$ cat src/rtl/rv_arch_state.sv
// Architectural state of the single-cycle RV32 core: PC register, 2R/1W register
// file with x0 hardwired to zero, and a key/value lookup mux with a default output.
module rv_arch_state #(
    parameter int              ADDR_WIDTH = 5,
    parameter int              DATA_WIDTH = 32,
    parameter logic [31:0]     RESET_PC   = 32'h8000_0000,
    parameter int              NR_KEY     = 8,
    parameter int              KEY_LEN    = 7
) (
    input  logic                                 clk,
    input  logic                                 rst,
    input  logic                                 pc_wen,
    input  logic [DATA_WIDTH-1:0]                dpc,
    output logic [DATA_WIDTH-1:0]                pc,
    input  logic [ADDR_WIDTH-1:0]                rs1addr,
    input  logic [ADDR_WIDTH-1:0]                rs2addr,
    output logic [DATA_WIDTH-1:0]                rs1data,
    output logic [DATA_WIDTH-1:0]                rs2data,
    input  logic [ADDR_WIDTH-1:0]                waddr,
    input  logic [DATA_WIDTH-1:0]                wdata,
    input  logic                                 wen,
    input  logic [KEY_LEN-1:0]                   mux_key,
    input  logic [DATA_WIDTH-1:0]                mux_default,
    input  logic [NR_KEY*(KEY_LEN+DATA_WIDTH)-1:0] mux_lut,
    output logic [DATA_WIDTH-1:0]                mux_out
);

    localparam int DEPTH  = 2 ** ADDR_WIDTH;
    localparam int PAIR_W = KEY_LEN + DATA_WIDTH;

    logic [DATA_WIDTH-1:0] pc_reg;
    logic [DATA_WIDTH-1:0] regs_reg [DEPTH];

    always_ff @(posedge clk) begin
        if (!rst) begin
            pc_reg <= DATA_WIDTH'(RESET_PC);
        end else if (pc_wen) begin
            pc_reg <= dpc;
        end
    end

    assign pc = pc_reg;

    // Entry 0 is cleared on reset and never written, so it stays zero.
    always_ff @(posedge clk) begin
        if (!rst) begin
            for (int i = 0; i < DEPTH; i++) begin
                regs_reg[i] <= '0;
            end
        end else if (wen && (waddr != '0)) begin
            regs_reg[waddr] <= wdata;
        end
    end

    assign rs1data = (rs1addr == '0) ? '0 : regs_reg[rs1addr];
    assign rs2data = (rs2addr == '0) ? '0 : regs_reg[rs2addr];

    logic [NR_KEY-1:0]     hit;
    logic [DATA_WIDTH-1:0] masked [NR_KEY];

    genvar gi;
    generate
        for (gi = 0; gi < NR_KEY; gi++) begin : g_pair
            logic [KEY_LEN-1:0]    pair_key;
            logic [DATA_WIDTH-1:0] pair_data;
            assign pair_key   = mux_lut[gi*PAIR_W + DATA_WIDTH +: KEY_LEN];
            assign pair_data  = mux_lut[gi*PAIR_W +: DATA_WIDTH];
            assign hit[gi]    = (pair_key == mux_key);
            assign masked[gi] = hit[gi] ? pair_data : '0;
        end
    endgenerate

    // Multiple matches merge by OR; the default only applies when nothing hits.
    logic [DATA_WIDTH-1:0] or_next;

    always_comb begin
        or_next = '0;
        for (int i = 0; i < NR_KEY; i++) begin
            or_next = or_next | masked[i];
        end
        mux_out = (hit != '0) ? or_next : mux_default;
    end

endmodule

$ cat config.mk
export PLATFORM = sky130hd
export DESIGN_NAME = rv_arch_state
export DESIGN_NICKNAME = d
export VERILOG_FILES = /design/src/rtl/rv_arch_state.sv
export SDC_FILE = /design/constraint.sdc
export NUM_CORES = 2
export LEC_CHECK = 0
export BUFFER_PORTS_ARGS = -buffer_cell sky130_fd_sc_hd__buf_2
export CELL_PAD_IN_SITES_DETAIL_PLACEMENT = 0
export CELL_PAD_IN_SITES_GLOBAL_PLACEMENT = 2
export CORE_MARGIN = 4
export CORE_UTILIZATION = 44
export DETAILED_ROUTE_END_ITERATION = 10
export GPL_TIMING_DRIVEN = 0
export HOLD_SLACK_MARGIN = 0.02
export PLACE_DENSITY_LB_ADDON = 0.05
export SYNTH_ARGS = -nofsm -noshare
export SYNTH_HDL_FRONTEND = slang
export SYNTH_SLANG_ARGS = --single-unit
$ cat constraint.sdc
create_clock -name clk -period 6.18 [get_ports clk]
set_input_delay 1.236 -clock clk [delete_from_list [all_inputs] [get_ports clk]]
set_output_delay 1.236 -clock clk [all_outputs]
set_load 0.005 [all_outputs]
== Word level (Yosys, flattened, before mapping) ==
Memories as Yosys holds them, arrays and structs flattened.
Index checks and enable logic that the tools add are counted.
Cells by class
  eq/ne operators: 8
  multiplexer cells: 18
  bitwise operators: 7
  reductions and logical operators: 6
Operators with widths (count)
  $mux W32: 12
  $or A32 B32 Y32: 7
  $eq A7 B7 Y1: 8
  $reduce_or A32 Y1: 1
  $logic_not A5 Y1: 2
  $reduce_bool A8 Y1: 1
  $mux W1: 5
  $mux W5: 1
  $reduce_bool A5 Y1: 1
  $logic_and A1 B1 Y1: 1
Storage, ports and cells
  register bits: 32
  memory bits (writable): 1024
  bits of input ports: 434
  output and inout bits: 128
  word-level logic and storage cells: 41
  memories: 1
Memory list
  regs_reg: words 32, width 32, read ports 2, clocked after memory_dff 0, write ports 32, line 32  | logic [DATA_WIDTH-1:0] regs_reg [DEPTH];

== Logic depth before layout (Yosys ltp) ==
  word-level depth: 10
  mapped depth: 8
  gate-level depth less buffers: 6

== Least setup slack after synthesis ==
OpenSTA, ideal clock, no wires.
  kind: input port to flip-flop
  start: input port rst
  end: memory regs_reg[24][0], enable pin
  setup time: 0.466 ns
  arrival: 4.298 ns
  data required time: 5.714 ns
  setup slack: 1.416 ns
  stages: 6
  path buffers: 2
  cell sequence: clkbuf_1 > nand2_1 > nor3_1 > nand2_1 > clkbuf_1 > o21ai_0
RTL lines
  from (decl): line 11  | input logic rst,
  to (decl): line 32

== Worst setup path after layout ==
  start: input port rs2addr[3]
  end: output port rs2data[13]
Between the ends
  longest elaborated chain between the ends: 2
  elaborated cells on any way between the ends: 3
  those cells by class: 1 x mux; 1 x reduce/logical; 1 x memory
RTL lines
  from (decl): line 16  | input logic [ADDR_WIDTH-1:0] rs2addr,
  $mem_v2 Z32 W32 or $logic_not A5 Y1 (tied branches)
  $mux W32 (*): line 56  | assign rs2data = (rs2addr == '0) ? '0 : regs_reg[rs2addr];
  to (decl): line 18  | output logic [DATA_WIDTH-1:0] rs2data,
Mark *: on every way between the ends. The rest lies on a longest branch, timed or not.

==> reports/qor.yml <==
timing:
  setup_viol: 0
  post-route-period-util_pct: 99.9
  hold_slack_ns: 0.481
  fin_skew_ns: 0
  tightestPinTransition_ns: 1.43
  slew_headroom_pct: 4.68
  final.setup.tns_ns: 0
  fmax_ghz: 0.162
  slew_viol_final: 0
  rsz0062_at_grt: "false"
  min_period_ns: 6.18
  hold_viol: 0
clocking:
  h-tree-depth: 3
  cts-root-buf: "clkbuf_16"
  clk-insertion-delay-late_ns: 0.75
  cts_tree: "done"
  cts.path.max_buffers: 3
  path_clk_slew_ns: 0.06
  cts_sinks: 1056
  postCtsResizedCells: 0
  numCtsBuffers: 119
  hold_buffers: 0
  post_cts.repair.setup_buffers: 0
worst_setup_path:
  crit_top_cell: "clkbuf_1"
  required_ns: 4.94
  worst_setup_path_start_kind: "input port"
  rr_endpoint: "pc[31]$_SDFFE_PN1P_"
  rr_worst_depth: 2
  critPathMaxStageDelay_ns: 0.95
  end_kind: "output pin"
  critPathArrivalTime_ns: 4.94
  path_buf_inv: 4
  crit_type: "input port to output pin"
  path_max_fanout: 10
  path_delay_family: "buffers and inverters"
  rrSetupSlack_ns: 5.55
  regToRegStartpoint: "pc[31]$_SDFFE_PN1P_"
  cpMaxStageDelayCell: "nor3_1"
  crit_path_cell_trace: "clkbuf_1 > or2_0 > buf_1 > clkbuf_1 > o22ai_1 > nor3_1 > buf_2"
floorplanning:
  num_io_pins: 562
  start_util_pct: 44.3
  core_sq_mm: 0.131
  dieArea_sq_mm: 0.138
  die-width_microns: 372
  rows: 133
  die_h_microns: 372
yosys:
  synthDistinctLibCells: 42
  yosys.area.top_type: "edfxtp_1"
  seq_area_frac_synth_pct: 53.9
  yosys-top-cells-count: "edfxtp_1 (1024), and2_1 (994), mux4_2 (512)"
  yosys.cell_count.top_type: "edfxtp_1"
  synthTopCellsByArea: "edfxtp_1 (53%), mux4_2 (20%), and2_1 (11%)"
  synth_edf_count: 1024
  synth.top_cell.area_share_pct: 52.8
  yosysWarnings: 0
  synth_seq_cells: 1056
  synthArstFlopShare_pct: 0
  syn_area_sq_mm: 0.0582
  synthCells: 3864
  synth-main-ff-cell: "edfxtp_1"
  postSynthAreaPerCell_sq_um: 15.1
grt:
  grt_start_max_net_pins: 24
  grt_pass1_vias: 40500
  grt_antenna_before_repair: 24
  gr-total-overflow: 0
  grt_pass1_wl_mm: 321
  track_usage_pct: 33.9
worst_hold_path:
  min_from: "pc[31]$_SDFFE_PN1P_"
  worstHoldEndpoint: "pc[31]$_SDFFE_PN1P_"
  min_path_type: "flop to flop"
  min_path_cells: 2
drt:
  drtAntennaViolNets: 0
  drcViolationCount: 0
  drt_pass1_iterations: 7
  routedWlPerCell_microns: 36.6
  wirelength_mm: 237
  vias_per_cell: 6.22
  drtIter0Drc: 4824
  num_vias: 40200
job:
  drv_cap: 0
pwr:
  ir_drop_mv: 0.241
  powerDensity_mw_per_mm2: 265
  total_power_mw: 18.1
  cellLeakagePower_nw: 24.5
finish:
  instances_no_fill: 6460
  synthToLayoutAreaGrowth_pct: 17.1
  final_area_sq_mm: 0.0682
  largest_reg_flops: 1024
  nets: 5032
  drive_above_1_share_pct: 33.3
place:
  gp_congestion: 0.989
  dp_hpwl_mm: 179
  dp.cells: 6232
  numPortBuffers: 544
  dpl_cell_area_sq_mm: 0.0644
status:
  status: "finished, final reports clean"
==> worst max-delay path by stage <==
stage / depth (start not counted) / startpoint / end / slack (ns)
final: 7 / rs2addr[3] / rs2data[13] / 0.004
after global routing: 7 / rs2addr[3] / rs2data[16] / 0.08
after CTS: 7 / rs2addr[3] / rs2data[13] / 0.33
after detailed placement: 7 / rs2addr[3] / rs2data[13] / 0.34
after global placement: 4 / rst / regs_reg[5][24]$_SDFFCE_PN0P_ / -3.10
after floorplan: 6 / rst / regs_reg[24][0]$_SDFFCE_PN0P_ / 1.42
==> layout make-up <==
type                       count  area, sq um
antenna                        9         22.5
clock inverter                68          639
buffer                       435         1900
inverter                       1         3.75
tap                         1755         2200
sequential                  1056        31400
timing repair buffer         582         3550
fill                       11200        63300
multi-input combinational   2403        25400
clock buffer                 151         3100
==> power by group <==
part | internal (mW) | total, mW | switching, mW
Combinational | 1.13 | 2.68 | 1.55
Clock | 3.95 | 6.99 | 3.04
Sequential | 8.24 | 8.43 | 0.187
==> routing by layer <==
| layer | part of all wire [%] | track usage (%) | vias to the layer above |
|---|---|---|---|
| li1 | - | - | 16600 |
| met2 | 47 | 53.8 | 2201 |
| met5 | 0.066 | 0 | - |
| met1 | 40 | 47.1 | 21000 |
| met3 | 9.0 | 6.51 | 396 |
| met4 | 3.8 | 12.0 | 22 |
==> stage by stage <==
step                      util, %  worst slack (ns)
after detailed placement     49.0             0.338
final                        51.9           0.00445
after global placement       48.1             -3.10
after floorplan                 -              1.42
after CTS                    51.9             0.333
after global routing         51.9            0.0849
==> kinds of logic after synthesis <==
| logic type | after synthesis | synth area share, % |
|---|---|---|
| AOI/OAI and AO/OA | 383 | 5.21 |
| xor gates and xnor gates | 56 | 0.842 |
| buffers and inverters | 436 | 3.27 |
| DFF | 1056 | 53.9 |
| muxes | 736 | 23.9 |
| other | 1 | 0.00644 |
| and+or+nand+nor | 1196 | 12.8 |
==> cell usage in the layout, fill, tap and decap left out, types with 31 or more instances in the layout <==
master / instances
edfxtp_1: 1024
mux2_2: 128
mux4_2: 512
xnor2_1: 32
clkbuf_16: 119
o211a_1: 64
nor2_1: 64
a22oi_1: 78
mux2i_1: 96
o21ai_4: 31
clkbuf_1: 315
and3b_1: 32
a22o_1: 58
buf_2: 643
and2_1: 994
a221oi_1: 56
nor3_1: 65
dfxtp_1: 32
o22ai_1: 64
conb_1: 32
==> worst register-to-register path: cells and delay by family, from the launching register on <==
kind | cells | cell delay [ns]
and+or+nand+nor | 1 | 0.06
DFF | 1 | 0.31
muxes | 1 | 0.12
(Power assumes the default switching activity.)
